**src/rtl/fetch_queue_pkg.sv**
```systemverilog
// Shared constants and entry layout for the fetch-to-decode instruction queue.
// An entry is one fetched {instr, pc, incPC} triple.
package fetch_queue_pkg;

    localparam int WORD_W = 32;
    localparam logic [WORD_W-1:0] NOP_INSTR = 32'h5400_0000;

    // Entry layout, most significant field first.
    localparam int ENTRY_W   = 3 * WORD_W;
    localparam int INSTR_LSB = 2 * WORD_W;
    localparam int PC_LSB    = WORD_W;
    localparam int INCPC_LSB = 0;

    typedef struct packed {
        logic [WORD_W-1:0] instr;
        logic [WORD_W-1:0] pc;
        logic [WORD_W-1:0] incpc;
    } entry_t;

    function automatic entry_t pack_entry(logic [WORD_W-1:0] instr,
                                          logic [WORD_W-1:0] pc,
                                          logic [WORD_W-1:0] incpc);
        entry_t e;
        e.instr = instr;
        e.pc    = pc;
        e.incpc = incpc;
        return e;
    endfunction

endpackage

```
**src/rtl/fetch_queue_if.sv**
```systemverilog
// Bundle between fetch/decode (master) and the fetch queue (slave).
// Handshake: a push is taken when push & (~full | accepted pop); a pop is taken when pop & out_valid.
interface fetch_queue_if #(
    parameter int DEPTH = 4
);
    import fetch_queue_pkg::*;

    localparam int AW = $clog2(DEPTH);

    logic              flush;
    logic              push;
    logic [WORD_W-1:0] in_instr;
    logic [WORD_W-1:0] in_pc;
    logic [WORD_W-1:0] in_incPC;
    logic              pop;
    logic              out_valid;
    logic [WORD_W-1:0] out_instr;
    logic [WORD_W-1:0] out_pc;
    logic [WORD_W-1:0] out_incPC;
    logic              full;
    logic              empty;
    logic [AW:0]       count;

    modport master (
        output flush, push, in_instr, in_pc, in_incPC, pop,
        input  out_valid, out_instr, out_pc, out_incPC, full, empty, count
    );

    modport slave (
        input  flush, push, in_instr, in_pc, in_incPC, pop,
        output out_valid, out_instr, out_pc, out_incPC, full, empty, count
    );

endinterface

```
**src/rtl/fetch_queue_mem.sv**
```systemverilog
// Entry storage for the fetch queue: synchronous write, asynchronous read, no reset.
module fq_mem
    import fetch_queue_pkg::*;
#(
    parameter int DEPTH = 4,
    parameter int AW    = $clog2(DEPTH)
) (
    input  logic          clk,
    input  logic          we_i,
    input  logic [AW-1:0] waddr_i,
    input  entry_t        wdata_i,
    input  logic [AW-1:0] raddr_i,
    output entry_t        rdata_o
);

    entry_t mem_q [DEPTH];

    always_ff @(posedge clk) begin
        if (we_i) begin
            mem_q[waddr_i] <= wdata_i;
        end
    end

    assign rdata_o = mem_q[raddr_i];

endmodule

```
**src/rtl/fetch_queue.sv**
```systemverilog
// Circular instruction buffer between fetch and decode; flush discards the wrong-path contents.
// Pointers, occupancy and output masking live here; storage is in fq_mem.
module fetch_queue
    import fetch_queue_pkg::*;
#(
    parameter int DEPTH = 4,
    parameter int AW    = $clog2(DEPTH)
) (
    input  logic          clk,
    input  logic          rst,
    fetch_queue_if.slave  bus
);

    logic [AW-1:0] rd_ptr_q, rd_ptr_d;
    logic [AW-1:0] wr_ptr_q, wr_ptr_d;
    logic [AW:0]   count_q,  count_d;

    logic   empty, full, pop_ok, push_ok;
    entry_t head;

    assign empty = (count_q == '0);
    assign full  = (count_q == (AW+1)'(DEPTH));

    // A full queue still takes a push when the head leaves in the same cycle.
    assign pop_ok  = bus.pop & ~empty;
    assign push_ok = bus.push & (~full | pop_ok);

    always_comb begin
        rd_ptr_d = rd_ptr_q;
        wr_ptr_d = wr_ptr_q;
        count_d  = count_q;
        if (bus.flush) begin
            rd_ptr_d = '0;
            wr_ptr_d = '0;
            count_d  = '0;
        end else begin
            if (pop_ok)  rd_ptr_d = rd_ptr_q + AW'(1);
            if (push_ok) wr_ptr_d = wr_ptr_q + AW'(1);
            if (push_ok && !pop_ok)      count_d = count_q + (AW+1)'(1);
            else if (pop_ok && !push_ok) count_d = count_q - (AW+1)'(1);
        end
    end

    always_ff @(posedge clk) begin
        if (rst) begin
            rd_ptr_q <= '0;
            wr_ptr_q <= '0;
            count_q  <= '0;
        end else begin
            rd_ptr_q <= rd_ptr_d;
            wr_ptr_q <= wr_ptr_d;
            count_q  <= count_d;
        end
    end

    fq_mem #(
        .DEPTH (DEPTH),
        .AW    (AW)
    ) u_mem (
        .clk     (clk),
        .we_i    (push_ok & ~bus.flush & ~rst),
        .waddr_i (wr_ptr_q),
        .wdata_i (pack_entry(bus.in_instr, bus.in_pc, bus.in_incPC)),
        .raddr_i (rd_ptr_q),
        .rdata_o (head)
    );

    // Stale storage is never shown: an empty queue presents a NOP with zero PCs.
    assign bus.out_valid = ~empty;
    assign bus.out_instr = empty ? NOP_INSTR : head.instr;
    assign bus.out_pc    = empty ? '0 : head.pc;
    assign bus.out_incPC = empty ? '0 : head.incpc;
    assign bus.full      = full;
    assign bus.empty     = empty;
    assign bus.count     = count_q;

endmodule

```
**src/flat_wrapper.sv**
```systemverilog
// flat-port wrapper written by rule: the top's interface ports become plain ports
module fetch_queue_flat import fetch_queue_pkg::*;
#(
    parameter int DEPTH = 4,
    parameter int AW    = $clog2(DEPTH)
)
  (clk, rst, bus_flush, bus_push, bus_in_instr, bus_in_pc, bus_in_incPC, bus_pop, bus_out_valid, bus_out_instr, bus_out_pc, bus_out_incPC, bus_full, bus_empty, bus_count);
  fetch_queue_if #(.DEPTH(DEPTH)) bus_i ();
  input  logic clk;
  input  logic rst;
  input wire logic [$bits(bus_i.flush)-1:0] bus_flush;
  input wire logic [$bits(bus_i.push)-1:0] bus_push;
  input wire logic [$bits(bus_i.in_instr)-1:0] bus_in_instr;
  input wire logic [$bits(bus_i.in_pc)-1:0] bus_in_pc;
  input wire logic [$bits(bus_i.in_incPC)-1:0] bus_in_incPC;
  input wire logic [$bits(bus_i.pop)-1:0] bus_pop;
  output wire logic [$bits(bus_i.out_valid)-1:0] bus_out_valid;
  output wire logic [$bits(bus_i.out_instr)-1:0] bus_out_instr;
  output wire logic [$bits(bus_i.out_pc)-1:0] bus_out_pc;
  output wire logic [$bits(bus_i.out_incPC)-1:0] bus_out_incPC;
  output wire logic [$bits(bus_i.full)-1:0] bus_full;
  output wire logic [$bits(bus_i.empty)-1:0] bus_empty;
  output wire logic [$bits(bus_i.count)-1:0] bus_count;
  assign bus_i.flush = bus_flush;
  assign bus_i.push = bus_push;
  assign bus_i.in_instr = bus_in_instr;
  assign bus_i.in_pc = bus_in_pc;
  assign bus_i.in_incPC = bus_in_incPC;
  assign bus_i.pop = bus_pop;
  assign bus_out_valid = bus_i.out_valid;
  assign bus_out_instr = bus_i.out_instr;
  assign bus_out_pc = bus_i.out_pc;
  assign bus_out_incPC = bus_i.out_incPC;
  assign bus_full = bus_i.full;
  assign bus_empty = bus_i.empty;
  assign bus_count = bus_i.count;
  fetch_queue #(.DEPTH(DEPTH), .AW(AW)) u_core (.clk(clk), .rst(rst), .bus(bus_i));
endmodule
```
**config.mk**
```make
export PLATFORM = sky130hd
export DESIGN_NAME = fetch_queue_flat
export DESIGN_NICKNAME = d
export VERILOG_FILES = /design/src/rtl/fetch_queue_pkg.sv /design/src/rtl/fetch_queue_if.sv /design/src/rtl/fetch_queue_mem.sv /design/src/rtl/fetch_queue.sv /design/src/flat_wrapper.sv
export SDC_FILE = /design/constraint.sdc
export NUM_CORES = 1
export LEC_CHECK = 0
export ABC_AREA = 1
export BUFFER_PORTS_ARGS = -buffer_cell sky130_fd_sc_hd__buf_2
export CAP_MARGIN = 20
export CELL_PAD_IN_SITES_DETAIL_PLACEMENT = 0
export CELL_PAD_IN_SITES_GLOBAL_PLACEMENT = 1
export CORE_ASPECT_RATIO = 0.5
export CORE_UTILIZATION = 45
export DETAILED_ROUTE_END_ITERATION = 6
export PLACE_DENSITY = 0.78
export SLEW_MARGIN = 5
export SYNTH_ARGS = -nofsm -noshare
export SYNTH_HDL_FRONTEND = slang
export SYNTH_SLANG_ARGS = --single-unit
export TNS_END_PERCENT = 50
```
**constraint.sdc**
```tcl
create_clock -name clk -period 6.8 [get_ports clk]
set_input_delay 0.34 -clock clk [delete_from_list [all_inputs] [get_ports clk]]
set_output_delay 0.34 -clock clk [all_outputs]
set_load 0.02 [all_outputs]
```
==> flow_summary.toml <==
[status]
run_status = "complete, no violations"

[worst_setup_path]
critPathKind = "flip-flop to output port"
cp_slowest_stage_delay_ns = 0.82
critical_path.top_delay_family = "buffers and inverters"
worst_endpoint_data_arrival_time_ns = 3.51
cp_data_required_time_ns = 6.46
regToRegEndpoint = "u_core.u_mem.mem_q[2][39]$_DFFE_PP_"
r2r_setup_slack_ns = 3.78
r2r.worst_path.cells = 8
crit_path_max_fanout = 86
buffers_and_inverters_on_the_worst_path = 3
slowest_stage = "buf_4"
path_cells = "buf_4 > buf_4 > nor2_1 > nor2_1 > o21ai_0 > a21oi_1 > buf_2"
regToRegStartpoint = "u_core.bus.count[0]$_SDFFE_PP0P_"
setup.worst_path.start_class = "flip-flop"
worst_setup_path_end_kind = "output port"

[die]
die-area_um2 = 34800
die_width_um = 263
die_height_um = 132
pin_count = 203
row_cnt = 47
core_area_um2 = 33300
start_util_pct = 46.0

[global_route]
grt_resource_usage_total_pct = 19.6
global_route_wire_length_before_repair_um = 53100
grt_antenna_before_repair = 2
grt_remaining_overflow = 0
first_global_vias = 9834
grt_start_max_net_pins = 120

[detailed_routing]
via_count = 9740
vias_per_cell = 5.21
routedWlPerCell_um = 18.4
detail_route.drc_violations = 0
ant_nets = 0
drt_pre_antenna_iters = 5
detail_route.iter0.violations = 724
drt_wl_total_um = 34400

[sta]
finalSetupViolCount = 0
report.final.slew_viol_count = 0
timing_worst_slew_pin_value_ns = 0.916
fin_crit_ns = 3.85
layout_setup_ws_ns = 2.95
max_slew_margin_pct = 38.9
rsz_0062_raised_after_global_routing = "false"
clock.fmax_ghz = 0.260
timing.clock.skew_ns = 0.0172
final_min_period_over_clock_period_pct = 56.6
final_hold_viol_count = 0
setup_total_negative_slack_ns = 0

[logic_synthesis]
netlist-cell-type-count = 21
synth_top_area_cell = "edfxtp_1"
synth_area_leaders = "edfxtp_1 75%, nor2_1 9.4%, o21ai_0 5.4%"
synthesis.area_per_instance_um2 = 12.7
synth-warning-count = 0
postSynthCellCount = 1205
synth_top_area_share_pct = 75.3
synth.ff_latch_count = 393
postSynthNetCount = 1312
post_synth_most_frequent_cells = "384 x edfxtp_1, 383 x nor2_1, 166 x o21ai_0"
synth-main-ff-cell = "edfxtp_1"
synth_sequential_area_ratio_pct = 76.5
synthMostInstantiatedCell = "edfxtp_1"
synth-async-reset-ratio_pct = 0
synth_enable_flop_cells = 384
synth_area_um2 = 15300

[place]
dpl_worst_slack_ns = 3.45
io_buffers = 202
place.detailed.hpwl_um = 18700
gp_weighted_congestion = 0.724

[power_and_ir_drop]
leakage_power_nw = 6.46
power.ir.vdd_worst_v = 0.000152
design_power_total_mw = 5.09
power.density_nw_per_um2 = 284

[final_layout]
area.sequential_um2 = 11700
layout_cell_share_with_drive_strength_beyond_1_pct = 19.2
area_growth_syn_to_layout_pct = 17.1
final_nets = 1511
multi_input_area_um2 = 3180
num-fill-cells = 2772

[worst_hold_path]
worstHoldStart = "bus_in_pc[29]"
holdCritPathClass = "input pin to flip-flop"
worstHoldEndpoint = "u_core.u_mem.mem_q[3][61]$_DFFE_PP_"
holdPathStages = 1

[clock_network]
numClockSinks = 393
numCtsBuffers = 36
htree_levels = 2
worst_skew_pair.late_latency_ns = 0.53
tritoncts = "built"
clkTransAtPathRegs_ns = 0.06
cts_buffer_depth = 3
root_buffer = "clkbuf_16"
post_cts.resized_instances = 0

[flow_run]
drv.max_cap_violation_count = 0
==> sequential cells by signal (all words and copies together), names as in the netlist, named ones only <==
name,count
u_core.u_mem.mem_q,384
u_core.bus.count,3
u_core.rd_ptr_q,2
u_core.wr_ptr_q,2
==> per-layer routing <==
metal | wire length [um] | track usage [%] | part of all wire [%]
met2 | 17500 | 35.0 | 51
met5 | 8 | 0 | 0.023
met3 | 1520 | 3.54 | 4.4
met4 | 794 | 5.78 | 2.3
met1 | 14500 | 24.5 | 42
==> timing repair <==
| item | in CTS | in global routing |
|---|---|---|
| buffers inserted | 0 | 0 |
| hold endpoints to repair | 61 | 0 |
| hold buffers | 17 | 0 |
==> kinds of logic after synthesis <==
family / Yosys count / share of synthesized area [%]
adders and majority gates: 6 / 0.539
buffers and inverters: 92 / 2.97
and+or+nand+nor: 419 / 10.3
DFF: 393 / 76.5
xor gates and xnor gates: 1 / 0.0572
AOI/OAI and AO/OA: 294 / 9.61
==> cells in the final DEF (no fill, tap or decap) <==
master	netlist	final
nor2_1	383	379
inv_4	0	1
o21ai_0	166	166
nor2_4	0	4
buf_16	0	1
nor3_1	1	1
buf_2	25	202
bufinv_16	0	2
edfxtp_1	384	384
xor2_1	1	1
diode_2	0	1
dfxtp_1	9	7
clkbuf_1	22	7
fa_1	1	1
nand2_1	28	28
clkinv_1	0	8
inv_1	16	16
dfxtp_4	0	2
a21oi_1	105	105
nand3_1	6	6
inv_6	0	3
nand2_2	1	1
buf_4	17	14
clkbuf_16	0	37
o21ai_1	23	23
clkinv_2	0	6
dlygate4sd3_1	0	17
ha_1	5	5
clkinvlp_4	0	1
==> metrics by stage <==
step	std cells	util [%]	hold slack, ns	cell area, um2
floorplan	1205	-	0.439	15300
global placement	1789	50.0	0.473	16600
detailed placement	1789	50.0	0.490	16600
CTS	1868	53.8	0.0000773	17900
global route	1870	53.9	0.00608	17900
finish	1870	53.9	0.0233	17900
==> power by group <==
part           switching [mW]  internal (mW)
logic                   0.334          0.133
clock network           0.845           1.07
registers              0.0122           2.69
==> final cells by class <==
cell class	instances	area share, %
inverter	19	0.426
timing repair buffer	234	7.32
clock inverter	18	0.802
tap	441	3.08
multi-input combinational	720	17.7
clock buffer	44	5.31
antenna	1	0.0140
sequential	393	65.3
==> worst max path at each step <==
stage | start | end | slack (ns) | depth (start not counted)
floorplan | u_core.bus.count[0]$_SDFFE_PP0P_ | u_core.u_mem.mem_q[0][0]$_DFFE_PP_ | 1.24 | 6
global placement | flip-flop | bus_out_instr[7] | 3.46 | 6
detailed placement | flip-flop | bus_out_incPC[4] | 3.45 | 7
CTS | flip-flop | bus_out_incPC[4] | 2.89 | 7
global route | flip-flop | bus_out_incPC[29] | 2.62 | 7
finish | flip-flop | bus_out_incPC[28] | 2.95 | 7
==> worst register-to-register path: cells and delay by family, from the launching register on <==
family | cells | cell delay [ns]
AND/OR/NAND/NOR | 5 | 0.70
flip-flops | 1 | 0.45
buffers and inverters | 3 | 1.43
No activity file was read; power rests on OpenSTA's default activity.
